### config.mk
export PLATFORM = sky130hd
export DESIGN_NAME = wfg_stim_mem
export DESIGN_NICKNAME = d
export VERILOG_FILES = /design/src/rtl/wfg_stim_mem.sv
export SDC_FILE = /design/constraint.sdc
export NUM_CORES = 1
export LEC_CHECK = 0
export CAP_MARGIN = 20
export CELL_PAD_IN_SITES_DETAIL_PLACEMENT = 1
export CELL_PAD_IN_SITES_GLOBAL_PLACEMENT = 1
export CORE_UTILIZATION = 43
export DETAILED_ROUTE_END_ITERATION = 7
export PLACE_DENSITY = 0.87
export SLEW_MARGIN = 20
export SYNTH_ARGS = -nofsm -noshare
export SYNTH_HDL_FRONTEND = slang
export SYNTH_SLANG_ARGS = --single-unit
### constraint.sdc
create_clock -name clk -period 4 [get_ports clk]
set_input_delay 0.8 -clock clk [delete_from_list [all_inputs] [get_ports clk]]
set_output_delay 0.8 -clock clk [all_outputs]
set_load 0.02 [all_outputs]
### src/rtl/wfg_stim_mem.sv
`default_nettype none
// ============================================================================
// Module   : wfg_stim_mem
// Purpose  : Memory-playback stimulus source. Reads 32-bit samples from an
//            external single-port SRAM over [cfg_start, cfg_end] in steps of
//            cfg_inc, scales each one by an unsigned Q8.8 gain and presents
//            the result on an AXI-Stream master port. The pass repeats while
//            enabled; tlast flags the final sample of each pass.
// Ports    : clk, rst_n (async, active-low)
//            ctrl_en_q_i                 - block enable
//            cfg_start/end/inc/gain_q_i  - pass range, step, gain (live)
//            wfg_stim_mem_csb/web/addr_o - SRAM control (read-only use)
//            wfg_stim_mem_dout_i         - SRAM read data
//            wfg_axis_t*                 - AXI-Stream master
// Revision : 1.0 - initial release
// ============================================================================
module wfg_stim_mem #(
  parameter int AXIS_DATA_WIDTH = 32,
  parameter int MEM_ADDR_WIDTH  = 10
) (
  input  logic                       clk,
  input  logic                       rst_n,
  input  logic                       ctrl_en_q_i,
  input  logic [MEM_ADDR_WIDTH-1:0]  cfg_start_q_i,
  input  logic [MEM_ADDR_WIDTH-1:0]  cfg_end_q_i,
  input  logic [7:0]                 cfg_inc_q_i,
  input  logic [15:0]                cfg_gain_q_i,
  output logic                       wfg_stim_mem_csb_o,
  output logic                       wfg_stim_mem_web_o,
  output logic [MEM_ADDR_WIDTH-1:0]  wfg_stim_mem_addr_o,
  input  logic [31:0]                wfg_stim_mem_dout_i,
  input  logic                       wfg_axis_tready_i,
  output logic                       wfg_axis_tvalid_o,
  output logic                       wfg_axis_tlast_o,
  output logic [AXIS_DATA_WIDTH-1:0] wfg_axis_tdata_o
);

  localparam int SUM_W = MEM_ADDR_WIDTH + 1;

  localparam logic [1:0] ST_IDLE  = 2'd0;
  localparam logic [1:0] ST_WAIT  = 2'd1;
  localparam logic [1:0] ST_VALID = 2'd2;

  logic [1:0]                 state_q,    state_d;
  logic [MEM_ADDR_WIDTH-1:0]  cur_addr_q, cur_addr_d;
  logic                       is_last_q,  is_last_d;
  logic                       csb_q,      csb_d;
  logic [MEM_ADDR_WIDTH-1:0]  addr_q,     addr_d;
  logic                       tvalid_q,   tvalid_d;
  logic                       tlast_q,    tlast_d;
  logic [AXIS_DATA_WIDTH-1:0] tdata_q,    tdata_d;

  logic [7:0]                w_inc;
  logic [MEM_ADDR_WIDTH-1:0] w_next_addr;
  logic [47:0]               w_prod;

  // A zero increment would stall on one address forever; treat it as 1.
  assign w_inc = (cfg_inc_q_i == 8'd0) ? 8'd1 : cfg_inc_q_i;

  // The pass ends once the following address would exceed cfg_end. The sum
  // carries one extra bit so stepping past the top of memory counts as "past
  // the end" instead of wrapping to a low address.
  function automatic logic last_after(input logic [MEM_ADDR_WIDTH-1:0] a,
                                      input logic [7:0]                inc,
                                      input logic [MEM_ADDR_WIDTH-1:0] e);
    logic [SUM_W-1:0] s;
    s = {1'b0, a} + SUM_W'(inc);
    return s > {1'b0, e};
  endfunction

  // Truncation is harmless: the truncated sum is only used when not last.
  assign w_next_addr = is_last_q ? cfg_start_q_i
                                 : cur_addr_q + MEM_ADDR_WIDTH'(w_inc);

  assign w_prod = 48'(wfg_stim_mem_dout_i) * 48'(cfg_gain_q_i);

  always_comb begin
    state_d    = state_q;
    cur_addr_d = cur_addr_q;
    is_last_d  = is_last_q;
    csb_d      = csb_q;
    addr_d     = addr_q;
    tvalid_d   = tvalid_q;
    tlast_d    = tlast_q;
    tdata_d    = tdata_q;

    unique case (state_q)
      ST_IDLE: begin
        cur_addr_d = cfg_start_q_i;
        if (ctrl_en_q_i) begin
          csb_d     = 1'b0;
          addr_d    = cfg_start_q_i;
          is_last_d = last_after(cfg_start_q_i, w_inc, cfg_end_q_i);
          state_d   = ST_WAIT;
        end
      end
      ST_WAIT: begin
        // SRAM data for the read issued last edge is valid now.
        csb_d    = 1'b1;
        tdata_d  = AXIS_DATA_WIDTH'(w_prod >> 8);
        tlast_d  = is_last_q;
        tvalid_d = 1'b1;
        state_d  = ST_VALID;
      end
      ST_VALID: begin
        if (tvalid_q && wfg_axis_tready_i) begin
          cur_addr_d = w_next_addr;
          tvalid_d   = 1'b0;
          if (ctrl_en_q_i) begin
            // Reissue on the handshake edge for one beat every two cycles.
            csb_d     = 1'b0;
            addr_d    = w_next_addr;
            is_last_d = last_after(w_next_addr, w_inc, cfg_end_q_i);
            state_d   = ST_WAIT;
          end else begin
            state_d = ST_IDLE;
          end
        end
      end
      default: state_d = ST_IDLE;
    endcase

    // Disable wins over everything, including a concurrent handshake.
    if (!ctrl_en_q_i) begin
      state_d    = ST_IDLE;
      tvalid_d   = 1'b0;
      tlast_d    = 1'b0;
      csb_d      = 1'b1;
      cur_addr_d = cfg_start_q_i;
    end
  end

  always_ff @(posedge clk or negedge rst_n) begin
    if (!rst_n) begin
      state_q    <= ST_IDLE;
      cur_addr_q <= '0;
      is_last_q  <= 1'b0;
      csb_q      <= 1'b1;
      addr_q     <= '0;
      tvalid_q   <= 1'b0;
      tlast_q    <= 1'b0;
      tdata_q    <= '0;
    end else begin
      state_q    <= state_d;
      cur_addr_q <= cur_addr_d;
      is_last_q  <= is_last_d;
      csb_q      <= csb_d;
      addr_q     <= addr_d;
      tvalid_q   <= tvalid_d;
      tlast_q    <= tlast_d;
      tdata_q    <= tdata_d;
    end
  end

  assign wfg_stim_mem_csb_o  = csb_q;
  assign wfg_stim_mem_web_o  = 1'b1;
  assign wfg_stim_mem_addr_o = addr_q;
  assign wfg_axis_tvalid_o   = tvalid_q;
  assign wfg_axis_tlast_o    = tlast_q;
  assign wfg_axis_tdata_o    = tdata_q;

endmodule
`default_nettype wire
==> impl_metrics.tcl, run 1 <==
set metrics [dict create \
    outcome "finished with violations" \
    failed_checks "negative setup slack" \
    grt_pass1_wl_um 144000 \
    antenna_found_initial 8 \
    yosysMostFrequentCell "inv_1" \
    drv_slew 0 \
    portBuffers 124 \
    synth_edf_count 0 \
    worstSkewPairLatency_ns 0.37 \
    drt-pass1-iter-count 6 \
    global_route.usage.total 0.461 \
    ys_seq_area_frac 0.0790 \
    ff2ff_path_depth 17 \
    post-route-period-util 1.84 \
    ys.warnings.count 0 \
    ys_ff_latch 58 \
    final_area_um2 25700 \
    cts_max_path_buffers 2 \
    worst_slew_pin_slew_ns 0.920 \
    gr-total-overflow 0 \
    wl_um 113000 \
    criticalPathCategory "primary input to flop" \
    required_ns 4.25 \
    grt_max_degree 35 \
    synth_largest_area_cell "fa_1" \
    timing.final.ws_setup_ns -3.37 \
    worstPathMaxFanout 6 \
    drive_gt1_frac 0.330 \
    end_kind "flop" \
    synthCells 2090 \
    ys_types 72 \
    cts_max_level 3 \
    die_x_um 209 \
    cts_hold_buf 0 \
    core-area_um2 42000 \
    cap_violations 0 \
    clk_pin_slew_ns 0.07 \
    max_freq_mhz 136 \
    drc_errors 0 \
    cts_tree "built" \
    arrival_ns 7.63 \
    whs_ns 0.413 \
    synth_top_area_frac 0.429 \
    startpoint_type "primary input" \
    ys_top_cells_by_area "fa_1 43%, inv_1 9.6%, ha_1 8.8%, dfrtp_1 7.8%, nand2_1 7.3%" \
    num_io_pins 126 \
    synthTopCellsByCount "468 x inv_1, 394 x fa_1, 360 x nand2_1" \
    wl_per_cell_um 36.8 \
    fin_crit_ns 7.37 \
    first_global_vias 21900 \
    syn_area_um2 18400 \
    die_area_um2 43600 \
    placed_cells 2914 \
    slew_headroom 0.387 \
    gp_congestion 0.907 \
    nNetsFinal 3116 \
    layout.cells.non_filler 3058 \
    synth_top_flop_cell "dfrtp_1" \
    ant_nets 0 \
    postSynth.asyncResetShare 1.00 \
    via_count 19800 \
    drt_iter0_drc 2327 \
    clock_sinks 58 \
    synth.avg_cell_area_um2 8.80 \
    postPlaceCellArea_um2 22600 \
    min_path_type "primary input to asynchronous set/reset pin" \
    initial_core_util 0.437 \
    cts_root_buf "clkbuf_16" \
    cts_buffers 9 \
    rsz0062_at_grt "yes" \
    area_growth_pct 39.6 \
    die_y_um 209 \
    hpwl_um 56700 \
    hold_viol 0 \
    avgViaCountPerCell 6.47 \
    rows 75 \
    fillers 4633 \
    finalSetupViolCount 33 \
    clock_skew_ns 0.0186 \
    synth_nets 2694 \
    post-route-util 0.611 \
]
## worst paths after layout
check,start,to,slack [ns]
worst max-delay path,cfg_gain_q_i[10],wfg_axis_tdata_o[28]$_DFFE_PN0P_,-3.37
worst min-delay path,rst_n,wfg_axis_tdata_o[23]$_DFFE_PN0P_,0.41
worst max register to register,cur_addr_q[1]$_DFFE_PN0P_,is_last_q$_DFFE_PN0P_,-0.43
worst min register to register,wfg_axis_tdata_o[27]$_DFFE_PN0P_,wfg_axis_tdata_o[27]$_DFFE_PN0P_,0.51
max in group asynchronous,rst_n,wfg_axis_tdata_o[5]$_DFFE_PN0P_,2.87
min in group clk,wfg_axis_tdata_o[27]$_DFFE_PN0P_,wfg_axis_tdata_o[27]$_DFFE_PN0P_,0.51
## area by class of cell
class	instances	area, µm²	area share
diodes	4	10.0	0.000390
clock buffers	11	253	0.00985
clock inverters	3	40.0	0.00156
inverters	469	1760	0.0686
multi-input cells	1463	16300	0.636
flip-flops and latches	58	1450	0.0566
well taps	539	674	0.0263
repair buffers	511	5140	0.200
## stage by stage
step / setup TNS [ns] / worst slack (ns)
after detailed placement: -93.79 / -3.40
after CTS: -67.41 / -2.50
final: -87.50 / -3.37
after global routing: -88.62 / -3.39
after global placement: -85.55 / -3.09
after floorplan: -53.15 / -2.05
## worst max-delay path, stage by stage
cell and delay (ns):
buf_6 0.12, buf_12 0.15, buf_4 0.14, and2_4 0.15, fa_1 0.50, inv_2 0.05
fa_1 0.52, inv_2 0.06, fa_2 0.63, fa_2 0.45, fa_1 0.56, inv_1 0.09
fa_1 0.50, inv_2 0.05, ha_4 0.20, a21oi_1 0.74, nor2_1 0.27, a211oi_2 0.31
a31oi_1 0.16, buf_4 0.20, o21ai_4 0.22, and3b_1 0.23, o21bai_1 0.10, xor2_1 0.14
mux2_4 0.27
## routing by layer
layer / vias to the layer above / wire length, µm / global-route usage
li1: 7064 / - / -
met1: 9689 / 34100 / 0.473
met2: 2009 / 48800 / 0.737
met3: 994 / 15900 / 0.177
met4: 14 / 13700 / 0.398
met5: - / 269 / 0.0278
## registers in the layout, indices dropped and copies added (netlist names)
register	count
wfg_stim_mem_csb_o	1
wfg_stim_mem_addr_o	10
wfg_axis_tvalid_o	1
wfg_axis_tdata_o	32
cur_addr_q	10
is_last_q	1
state_q	2
wfg_axis_tlast_o	1
## logic make-up after synthesis
family	after synthesis	share of synthesized area
AO/OA/AOI/OAI	183	0.0649
XOR/XNOR	68	0.0324
adder cells (fa/ha/maj)	524	0.517
buffers and inverters	569	0.117
flip-flops	58	0.0790
multiplexers	38	0.0229
other	1	0.000204
AND/OR/NAND/NOR	649	0.166
## repair_timing
item / 4_1_cts / 5_1_grt
buffers inserted: 96 / 34
cloned: 10 / 5
endpoints found under the setup margin: 33 / 33
gates resized for setup: 406 / 259
pin swaps: 171 / 162
## layout by cell type, fill, tap and decap left out, types with 9 or more instances in the layout
cell type | netlist | routed
a21o_1 | 16 | 16
a21oi_1 | 56 | 31
a21oi_2 | 2 | 20
and2_1 | 177 | 141
and2_4 | 0 | 36
buf_12 | 0 | 39
buf_2 | 0 | 10
buf_4 | 1 | 282
buf_6 | 0 | 61
buf_8 | 0 | 11
clkbuf_16 | 0 | 14
clkbuf_2 | 1 | 11
clkdlybuf4s50_1 | 0 | 69
dfrtp_1 | 57 | 57
fa_1 | 394 | 332
fa_2 | 0 | 62
ha_1 | 130 | 98
ha_4 | 0 | 29
inv_1 | 468 | 394
inv_2 | 0 | 74
mux2_2 | 29 | 11
mux2_4 | 1 | 19
nand2_1 | 360 | 320
nand2_2 | 0 | 22
nand2_4 | 0 | 18
nand3_1 | 16 | 12
nand4_1 | 10 | 10
nor2_1 | 42 | 31
nor2_2 | 0 | 9
o21ai_0 | 37 | 20
o21ai_2 | 1 | 12
o21bai_1 | 12 | 9
xnor2_1 | 44 | 36
xor2_1 | 24 | 19
Power of run 1 is left out: the tool's default activity adds up to more than one toggle a clock period on the data nets, which glitch-free logic cannot reach.
==> run 2, diff against run 1 <==
Settings changed: CORE_UTILIZATION 43 to 47, DONT_BUFFER_PORTS from default to 1, PLACE_DENSITY 0.87 to 0.88.
==> impl_metrics.tcl, run 2 (synthesis gave the netlist of run 1 again) <==
set metrics [dict create \
    outcome "finished with violations" \
    failed_checks "negative setup slack" \
    num_io_pins 126 \
    rows 72 \
    timing.final.ws_setup_ns -2.23 \
    arrival_ns 6.45 \
    drive_gt1_frac 0.159 \
    die_y_um 200 \
    clock_skew_ns 0.0122 \
    required_ns 4.22 \
    wl_per_cell_um 24.6 \
    drt-pass1-iter-count 5 \
    first_global_vias 18300 \
    global_route.usage.total 0.341 \
    cts_tree "built" \
    ff2ff_path_depth 20 \
    worstSkewPairLatency_ns 0.34 \
    startpoint_type "primary input" \
    rsz0062_at_grt "yes" \
    ant_nets 0 \
    gr-total-overflow 0 \
    avgViaCountPerCell 5.67 \
    worst_slew_pin_slew_ns 1.09 \
    cts_root_buf "clkbuf_16" \
    grt_max_degree 59 \
    cts_buffers 9 \
    portBuffers 0 \
    crit_top_cell "fa_1" \
    die_x_um 200 \
    clk_pin_slew_ns 0.07 \
    grt_pass1_wl_um 102000 \
    worstPathMaxFanout 32 \
    setup-tns-final_ns -57.07 \
    pre_cts_ws_ns -3.00 \
    met2_usage 0.644 \
    cts_hold_buf 0 \
    clock_sinks 58 \
    die_area_um2 39900 \
    nNetsFinal 2747 \
    mostFrequentLayoutCells "444 x inv_1, 384 x fa_1, 347 x nand2_1, 165 x and2_1, 134 x buf_4" \
    gp_congestion 0.915 \
    area_growth_pct 13.8 \
    drt_iter0_drc 838 \
    hpwl_um 50700 \
    end_kind "flop" \
    antenna_found_initial 0 \
    drv_slew 0 \
    cts_max_path_buffers 2 \
    cts_max_level 3 \
    slew_headroom 0.273 \
    min_path_type "primary input to asynchronous set/reset pin" \
    r2r_slack_ns -0.44 \
    use_met1 0.352 \
    critPathMaxStageDelay_ns 0.56 \
    wl_um 65600 \
    fin_crit_ns 6.23 \
    largest_register_ff_count 32 \
    criticalPathCategory "primary input to flop" \
    crit_family "adder cells" \
    grt_busiest_layer "met2" \
    slowest_stage "fa_1" \
    via_count 15100 \
    met3_usage 0.0591 \
    cap_violations 0 \
    crit_chain "and2_1, fa_1, inv_1, fa_1, fa_1, fa_1, inv_1, fa_1, inv_1, fa_1, inv_1, ha_1, a21oi_1, o21ai_1, a22oi_1, a21oi_1, buf_4, o21ai_2, and3b_2, o21bai_1, xor2_1, mux2_4" \
    crit_buf_inv 5 \
    fillers 4419 \
    max_freq_mhz 160 \
    core-area_um2 38600 \
    final_common_cell "inv_1" \
    num_antenna_cells 0 \
    initial_core_util 0.476 \
    drc_errors 0 \
    finalSetupViolCount 33 \
    post-route-period-util 1.56 \
    hold_viol 0 \
    crit_cells 22 \
]
run 2: cell types whose count changed in the layout (fill, tap and decap cells not counted), sizes merged, moves of 2 or more:
cell           change
dlygate4sd2        -4
diode              -4
clkdlybuf4s15      -5
dlymetal6s2s       -3
clkdlybuf4s50     -69
buf              -264
bufbuf             -8
clkinvlp           +2
clkbuf            -18
run 2: path summary, 6_finish.rpt:
check                                          start                               end
max in group asynchronous                      rst_n    wfg_stim_mem_csb_o$_DFFE_PN1P_
hold / removal                                 rst_n  wfg_axis_tdata_o[24]$_DFFE_PN0P_
setup reg to reg           cur_addr_q[0]$_DFFE_PN0P_             is_last_q$_DFFE_PN0P_
hold reg to reg            cur_addr_q[3]$_DFFE_PN0P_         cur_addr_q[3]$_DFFE_PN0P_
setup / recovery                     cfg_gain_q_i[4]  wfg_axis_tdata_o[28]$_DFFE_PN0P_
min in group clk                         ctrl_en_q_i         cur_addr_q[1]$_DFFE_PN0P_
run 2: layout make-up:
type,instances,area (µm²),share of cell area
Timing Repair Buffer,142,1100,0.0524
Clock buffer,9,225,0.0108
Tap cell,518,648,0.0310
Inverter,469,1760,0.0841
Clock inverter,7,68.8,0.00329
Multi-Input combinational cell,1463,15700,0.749
Sequential cell,58,1450,0.0694
run 2: per-layer routing:
metal,up-vias,part of all wire
met5,-,0
met4,0,0.065
met3,293,0.055
met2,637,0.54
met1,7895,0.34
li1,6304,-
run 2: timing repair:
action	CTS	global route
setup buffers	21	4
endpoints found under the setup margin	33	33
resized for setup	76	34
pin swaps	56	36
run 2: metrics by stage:
step | instances | hold slack (ns) | instance area, µm² | utilization
2_1_floorplan | 2090 | 0.504 | 19300 | -
3_3_place_gp | 2631 | 0.509 | 20000 | 0.518
3_5_place_dp | 2631 | 0.508 | 20000 | 0.518
4_1_cts | 2663 | 0.146 | 20800 | 0.538
5_1_grt | 2666 | 0.142 | 20900 | 0.542
6_report | 2666 | 0.150 | 20900 | 0.542
run 2: worst reg2reg max path, delay by kind of cell, from the launching register on:
family	cells	cell delay, ns
AO/OA/AOI/OAI	9	1.63
adder cells (fa/ha/maj)	4	1.24
AND/OR/NAND/NOR	4	0.61
flip-flops	1	0.44
XOR/XNOR	2	0.30
buffers and inverters	1	0.08
Power of run 2 is left out for the same reason.
